==> src/rtl/uart_pkg.sv <==
// Shared UART definitions.
//  uart_state_e   : receiver/transmitter frame states
//  parity_mode_e  : decoded parity setting used by the UART blocks
package uart_pkg;

  typedef enum logic [2:0] {
    UART_IDLE,
    UART_START,
    UART_DATA,
    UART_PARITY,
    UART_STOP
  } uart_state_e;

  typedef enum logic [1:0] {
    PAR_NONE,
    PAR_EVEN,
    PAR_ODD
  } parity_mode_e;

endpackage

==> src/rtl/uart_parity.sv <==
// XOR-reduction parity of a data word, shared by the UART TX and RX blocks.
//  data_i   : word to reduce
//  parity_o : XOR of all bits of data_i (1 when the count of ones is odd)
module uart_parity #(
  parameter int BITS = 8
) (
  input  logic [BITS-1:0] data_i,
  output logic            parity_o
);

  assign parity_o = ^data_i;

endmodule

==> src/rtl/uart_rx.sv <==
// Oversampled UART receiver with a one-entry valid/ready output register.
//  clk        : OVERSAMPLE x baud clock
//  rst        : synchronous, active-high reset
//  rx         : asynchronous serial line, idle high
//  rx_data    : received word, stable while valid
//  valid      : rx_data and the flags hold a frame
//  ready      : consumer accepts; handshake = valid & ready
//  parity_err : parity mismatch in the held frame
//  frame_err  : a stop bit was sampled low in the held frame
//  overrun    : at least one later frame was dropped while this one was held
module uart_rx
  import uart_pkg::*;
#(
  parameter int    DATA_BITS  = 8,
  parameter string PARITY_BIT = "none",
  parameter int    STOP_BITS  = 1,
  parameter int    OVERSAMPLE = 16
) (
  input  logic                 clk,
  input  logic                 rst,
  input  logic                 rx,
  output logic [DATA_BITS-1:0] rx_data,
  output logic                 valid,
  input  logic                 ready,
  output logic                 parity_err,
  output logic                 frame_err,
  output logic                 overrun
);

  localparam parity_mode_e PMODE = (PARITY_BIT == "even") ? PAR_EVEN :
                                   (PARITY_BIT == "odd")  ? PAR_ODD  : PAR_NONE;
  localparam int SCW = $clog2(OVERSAMPLE);
  localparam int BCW = $clog2(DATA_BITS);

  localparam logic [SCW-1:0] HALF_M1   = SCW'(OVERSAMPLE / 2 - 1);
  localparam logic [SCW-1:0] FULL_M1   = SCW'(OVERSAMPLE - 1);
  localparam logic [BCW-1:0] LAST_BIT  = BCW'(DATA_BITS - 1);
  localparam logic           LAST_STOP = 1'(STOP_BITS - 1);

  // ---------------------------------------------------------------- sync
  logic sync1_q, sync2_q, rx_s;

  // NOTE: sequential state uses non-blocking assignments so every flop
  // samples the pre-edge value of the others (the two sync stages rely on it).
  always_ff @(posedge clk) begin
    if (rst) begin
      sync1_q <= 1'b1;
      sync2_q <= 1'b1;
    end else begin
      sync1_q <= rx;
      sync2_q <= sync1_q;
    end
  end

  assign rx_s = sync2_q;

  // ---------------------------------------------------------------- FSM
  uart_state_e    state_q, state_d;
  logic [SCW-1:0] samp_cnt_q;
  logic [BCW-1:0] bit_cnt_q;
  logic           stop_cnt_q;
  logic           tick, last_stop;
  logic           load_half, shift_en, par_en, stop_en, frame_done;

  // tick marks a mid-bit sample instant while a frame is in progress.
  assign tick      = (samp_cnt_q == '0);
  assign last_stop = (stop_cnt_q == LAST_STOP);

  always_ff @(posedge clk) begin
    if (rst) state_q <= UART_IDLE;
    else     state_q <= state_d;
  end

  // NOTE: every combinational output gets a default first, so no path
  // leaves it unassigned and no latch is inferred.
  always_comb begin
    state_d = state_q;
    unique case (state_q)
      UART_IDLE:   if (!rx_s) state_d = UART_START;
      UART_START:  if (tick)  state_d = rx_s ? UART_IDLE : UART_DATA;
      UART_DATA:   if (tick && bit_cnt_q == LAST_BIT)
                     state_d = (PMODE != PAR_NONE) ? UART_PARITY : UART_STOP;
      UART_PARITY: if (tick)  state_d = UART_STOP;
      UART_STOP:   if (tick && last_stop) state_d = UART_IDLE;
      default:     state_d = UART_IDLE;
    endcase
  end

  always_comb begin
    load_half  = 1'b0;
    shift_en   = 1'b0;
    par_en     = 1'b0;
    stop_en    = 1'b0;
    frame_done = 1'b0;
    unique case (state_q)
      UART_IDLE:   load_half = !rx_s;
      UART_DATA:   shift_en  = tick;
      UART_PARITY: par_en    = tick;
      UART_STOP: begin
        stop_en    = tick;
        frame_done = tick && last_stop;
      end
      default: ;
    endcase
  end

  // ---------------------------------------------------------------- counters
  // The first sample lands half a bit after the falling edge; every later
  // sample is one full bit period after the previous one.
  always_ff @(posedge clk) begin
    if (rst) begin
      samp_cnt_q <= '0;
      bit_cnt_q  <= '0;
      stop_cnt_q <= 1'b0;
    end else begin
      if (load_half)
        samp_cnt_q <= HALF_M1;
      else if (state_q != UART_IDLE)
        samp_cnt_q <= tick ? FULL_M1 : samp_cnt_q - SCW'(1);

      if (state_q == UART_START)
        bit_cnt_q <= '0;
      else if (shift_en && bit_cnt_q != LAST_BIT)
        bit_cnt_q <= bit_cnt_q + BCW'(1);

      if (state_q == UART_START)
        stop_cnt_q <= 1'b0;
      else if (stop_en && !last_stop)
        stop_cnt_q <= 1'b1;
    end
  end

  // ---------------------------------------------------------------- datapath
  logic [DATA_BITS-1:0] shift_q;
  logic                 par_err_q, frm_err_q, data_par;

  uart_parity #(.BITS(DATA_BITS)) u_parity (
    .data_i   (shift_q),
    .parity_o (data_par)
  );

  // Bits arrive LSB first and shift in from the top, so after DATA_BITS
  // shifts bit k sits at position k.
  always_ff @(posedge clk) begin
    if (rst) begin
      shift_q   <= '0;
      par_err_q <= 1'b0;
      frm_err_q <= 1'b0;
    end else begin
      if (shift_en) shift_q <= {rx_s, shift_q[DATA_BITS-1:1]};
      if (state_q == UART_START) begin
        par_err_q <= 1'b0;
        frm_err_q <= 1'b0;
      end
      // Even expects data^bit == 0, odd expects 1.
      if (par_en)             par_err_q <= data_par ^ rx_s ^ (PMODE == PAR_ODD);
      if (stop_en && !rx_s)   frm_err_q <= 1'b1;
    end
  end

  // ---------------------------------------------------------------- output register
  logic [DATA_BITS-1:0] rx_data_q;
  logic                 valid_q, perr_q, ferr_q, ovr_q;

  always_ff @(posedge clk) begin
    if (rst) begin
      rx_data_q <= '0;
      valid_q   <= 1'b0;
      perr_q    <= 1'b0;
      ferr_q    <= 1'b0;
      ovr_q     <= 1'b0;
    end else if (frame_done) begin
      if (!valid_q || ready) begin
        // The final stop sample is folded in here since it is still in rx_s.
        rx_data_q <= shift_q;
        perr_q    <= par_err_q;
        ferr_q    <= frm_err_q | !rx_s;
        valid_q   <= 1'b1;
        ovr_q     <= 1'b0;
      end else begin
        ovr_q     <= 1'b1;
      end
    end else if (valid_q && ready) begin
      valid_q <= 1'b0;
      perr_q  <= 1'b0;
      ferr_q  <= 1'b0;
      ovr_q   <= 1'b0;
    end
  end

  assign rx_data    = rx_data_q;
  assign valid      = valid_q;
  assign parity_err = perr_q;
  assign frame_err  = ferr_q;
  assign overrun    = ovr_q;

endmodule

==> config.mk <==
export PLATFORM = sky130hd
export DESIGN_NAME = uart_rx
export DESIGN_NICKNAME = d
export VERILOG_FILES = /design/src/rtl/uart_pkg.sv /design/src/rtl/uart_parity.sv /design/src/rtl/uart_rx.sv
export SDC_FILE = /design/constraint.sdc
export NUM_CORES = 1
export LEC_CHECK = 0
export ABC_AREA = 1
export CORE_UTILIZATION = 40
export DETAILED_ROUTE_END_ITERATION = 6
export GPL_ROUTABILITY_DRIVEN = 0
export SYNTH_ARGS = -nofsm -noshare
export SYNTH_HDL_FRONTEND = slang
export SYNTH_SLANG_ARGS = --single-unit
export TNS_END_PERCENT = 30
==> constraint.sdc <==
create_clock -name clk -period 1.84 [get_ports clk]
set_input_delay 0.368 -clock clk [delete_from_list [all_inputs] [get_ports clk]]
set_output_delay 0.368 -clock clk [all_outputs]
set_load 0.05 [all_outputs]
==> metrics.cfg <==
[outcome]
outcome=complete, no violations

[worst_setup_path]
slowest_stage=clkdlybuf4s50_1
start_kind=flip-flop
cp_max_fo=2
r2r-start=samp_cnt_q[0]
crit_required_ps=1470
path_class=flip-flop to output port
cpPeakStageDelay_ps=800
crit_chain=clkdlybuf4s50_1
endpoint=parity_err
critPathBufInv=1
end_kind=output port
reg2reg_depth=8
cp.depth=1
r2r-end=rx_data[2]
critPathTopFamily=buffers and inverters
crit_start=parity_err
critPathArrivalTime_ps=1430
rrSetupSlack_ps=270

[grt]
track_usage_pct=16.7
antenna_found_initial=0
grt_pass1_wl_um=5410
grt_max_degree=19
grt_pass1_vias=1228
grt-ovfl-total=0

[place]
hpwl_um=2240
io_buffers=15

[die]
chipWidth_um=65.7
start_util_pct=43.1
die_area_mm2=0.00432
core_mm2=0.00377
io_pins=16
fp.dieH_um=65.7
row_count=22

[route]
drcViolationCount=0
dr.pass1.iters=4
drt_iter0_markers=64
routed_wl_um=3050
drtAntennaViolNets=0
vias=1402
wl_per_cell_um=10.4
viasPerCell=4.75

[yosys]
ys_types=28
ys_ff_latch=35
ys_seq_area_share_pct=43.1
synth_area_mm2=0.00163
synth_nets=233
yosysTopAreaCellShare_pct=43.1
syn_avg_cell_area_um2=7.19
netlist_top_cells_area=dfxtp_1 (43%), nand2_1 (14%), a21oi_1 (6.5%)
synth_top_cell_by_area=dfxtp_1
synth_warnings=0
syn_inst=226

[clock_tree]
clkTransAtPathRegs_ps=60
clockBufferDepth=2
cts_resized=0
cts_tree=yes
clkLatencyLatePin_ps=280
cts_buffers=5
cts.sink_count=35
clockRootBuffer=clkbuf_8
post_cts_buffers=0
cts.htree.levels=2
ctsHoldBuffers=0

[power]
leakagePower_nw=0.856
power.total_mw=2.91
pwr_density_cell_mw_per_mm2=1510
ir_worst_vdd_mv=0.481

[timing]
final-max-slew-violation-count=0
totalNegativeSetupSlack_ps=0
fmax_mhz=556
rsz0062_at_grt=false
slew_headroom_pct=67.4
skew_ps=4.56
setup_viol=0
tightest_slew_ps=488
final_hold_viol_count=0
period_needed_ps=1800
timing.final.crit_share_pct=97.7

[final_layout]
drive_above_1_share_pct=13.4
antenna_cells=0
nets=253
syn2layout_area_growth_pct=18.3

[job]
drv_cap=0

[hold_path]
hold_path.class=flip-flop to flip-flop

Yosys cell counts, drive strengths merged:
cell,n
o21bai,1
nand4,1
or2,2
o21a,1
clkbuf,3
dfxtp,35
clkinv,1
a31oi,2
o41ai,1
nor2,16
nand2,62
inv,33
a311oi,1
o21ai,21
ha,3
nand3,19
buf,2
a21oi,22
worst min path at each step:
| stage | from | end | slack (ps) | cells after the start |
|---|---|---|---|---|
| after CTS | sync1_q | rx_s | 410 | 1 |
| after floorplan | sync1_q | rx_s | 390 | 1 |
| after global routing | sync1_q | rx_s | 460 | 1 |
| final | sync1_q | rx_s | 410 | 1 |
| after detailed placement | sync1_q | rx_s | 400 | 1 |
| after global placement | sync1_q | rx_s | 390 | 1 |
stage by stage:
step / hold WS, ps / instance area, µm² / utilization, % / std cells / worst slack (ps)
finish: 411 / 1920 / 51.0 / 295 / 42.7
global route: 458 / 1920 / 51.0 / 295 / 2.37
CTS: 414 / 1920 / 51.0 / 295 / 34.7
detailed placement: 398 / 1820 / 48.3 / 287 / 261
global placement: 391 / 1820 / 48.3 / 287 / 243
floorplan: 389 / 1630 / - / 226 / 424
final cells by class:
type,instances,area [µm²]
Inverter,34,133
Tap cell,48,60.1
Fill cell,379,1850
Multi-Input combinational cell,152,764
Clock buffer,8,100
Timing Repair Buffer,18,165
Sequential cell,35,701
layer usage:
metal  vias up  GRT usage, %  share of wire (%)
li1        767             -                  -
met1       599          23.9                 57
met2        28          22.7                 36
met3         8          4.17                5.0
met4         0          8.15                1.9
met5         -             0                  0
state kept, by name (all words and copies together) (netlist names):
name	flops
rx_s	1
rx_data	8
bit_cnt_q	3
frm_err_q	1
samp_cnt_q	4
state_q	3
shift_q	8
frame_err	1
valid	1
overrun	1
parity_err	1
sync1_q	1
par_err_q	1
stop_cnt_q	1
power breakdown:
| part | switching (mW) | internal (mW) | total [mW] | leakage, nW |
|---|---|---|---|---|
| clock | 0.262 | 0.342 | 0.603 | 0.0515 |
| combinational | 0.845 | 0.427 | 1.27 | 0.520 |
| sequential | 0.112 | 0.922 | 1.03 | 0.285 |
| total | 1.22 | 1.69 | 2.91 | 0.856 |
cell families after synthesis:
group | count (synthesis) | share of synthesized area, %
AND/OR/NAND/NOR | 100 | 28.3
buffers and inverters | 39 | 9.85
flip-flops | 35 | 43.1
adder cells (fa/ha/maj) | 3 | 2.31
AO/OA/AOI/OAI | 49 | 16.5
worst reg2reg max path: stages, from the launching register on:
cell,delay (ps)
dfxtp_1,330
inv_1,80
ha_1,230
nand3_4,130
clkinv_4,90
nand3_4,80
nor2_4,320
o21ai_0,130
a21oi_1,120
cell usage in the layout (no fill, tap or decap), types with 3 or more instances in the layout:
| cell type | Yosys | final |
|---|---|---|
| nand2_1 | 59 | 59 |
| dfxtp_1 | 35 | 35 |
| inv_1 | 27 | 27 |
| a21oi_1 | 21 | 21 |
| o21ai_0 | 19 | 19 |
| nand3_1 | 15 | 15 |
| nor2_1 | 14 | 14 |
| clkdlybuf4s50_1 | 0 | 12 |
| clkbuf_8 | 0 | 7 |
| inv_2 | 6 | 6 |
| buf_4 | 0 | 6 |
| nand2_2 | 3 | 3 |
| ha_1 | 3 | 3 |
(Power assumes the default switching activity.)
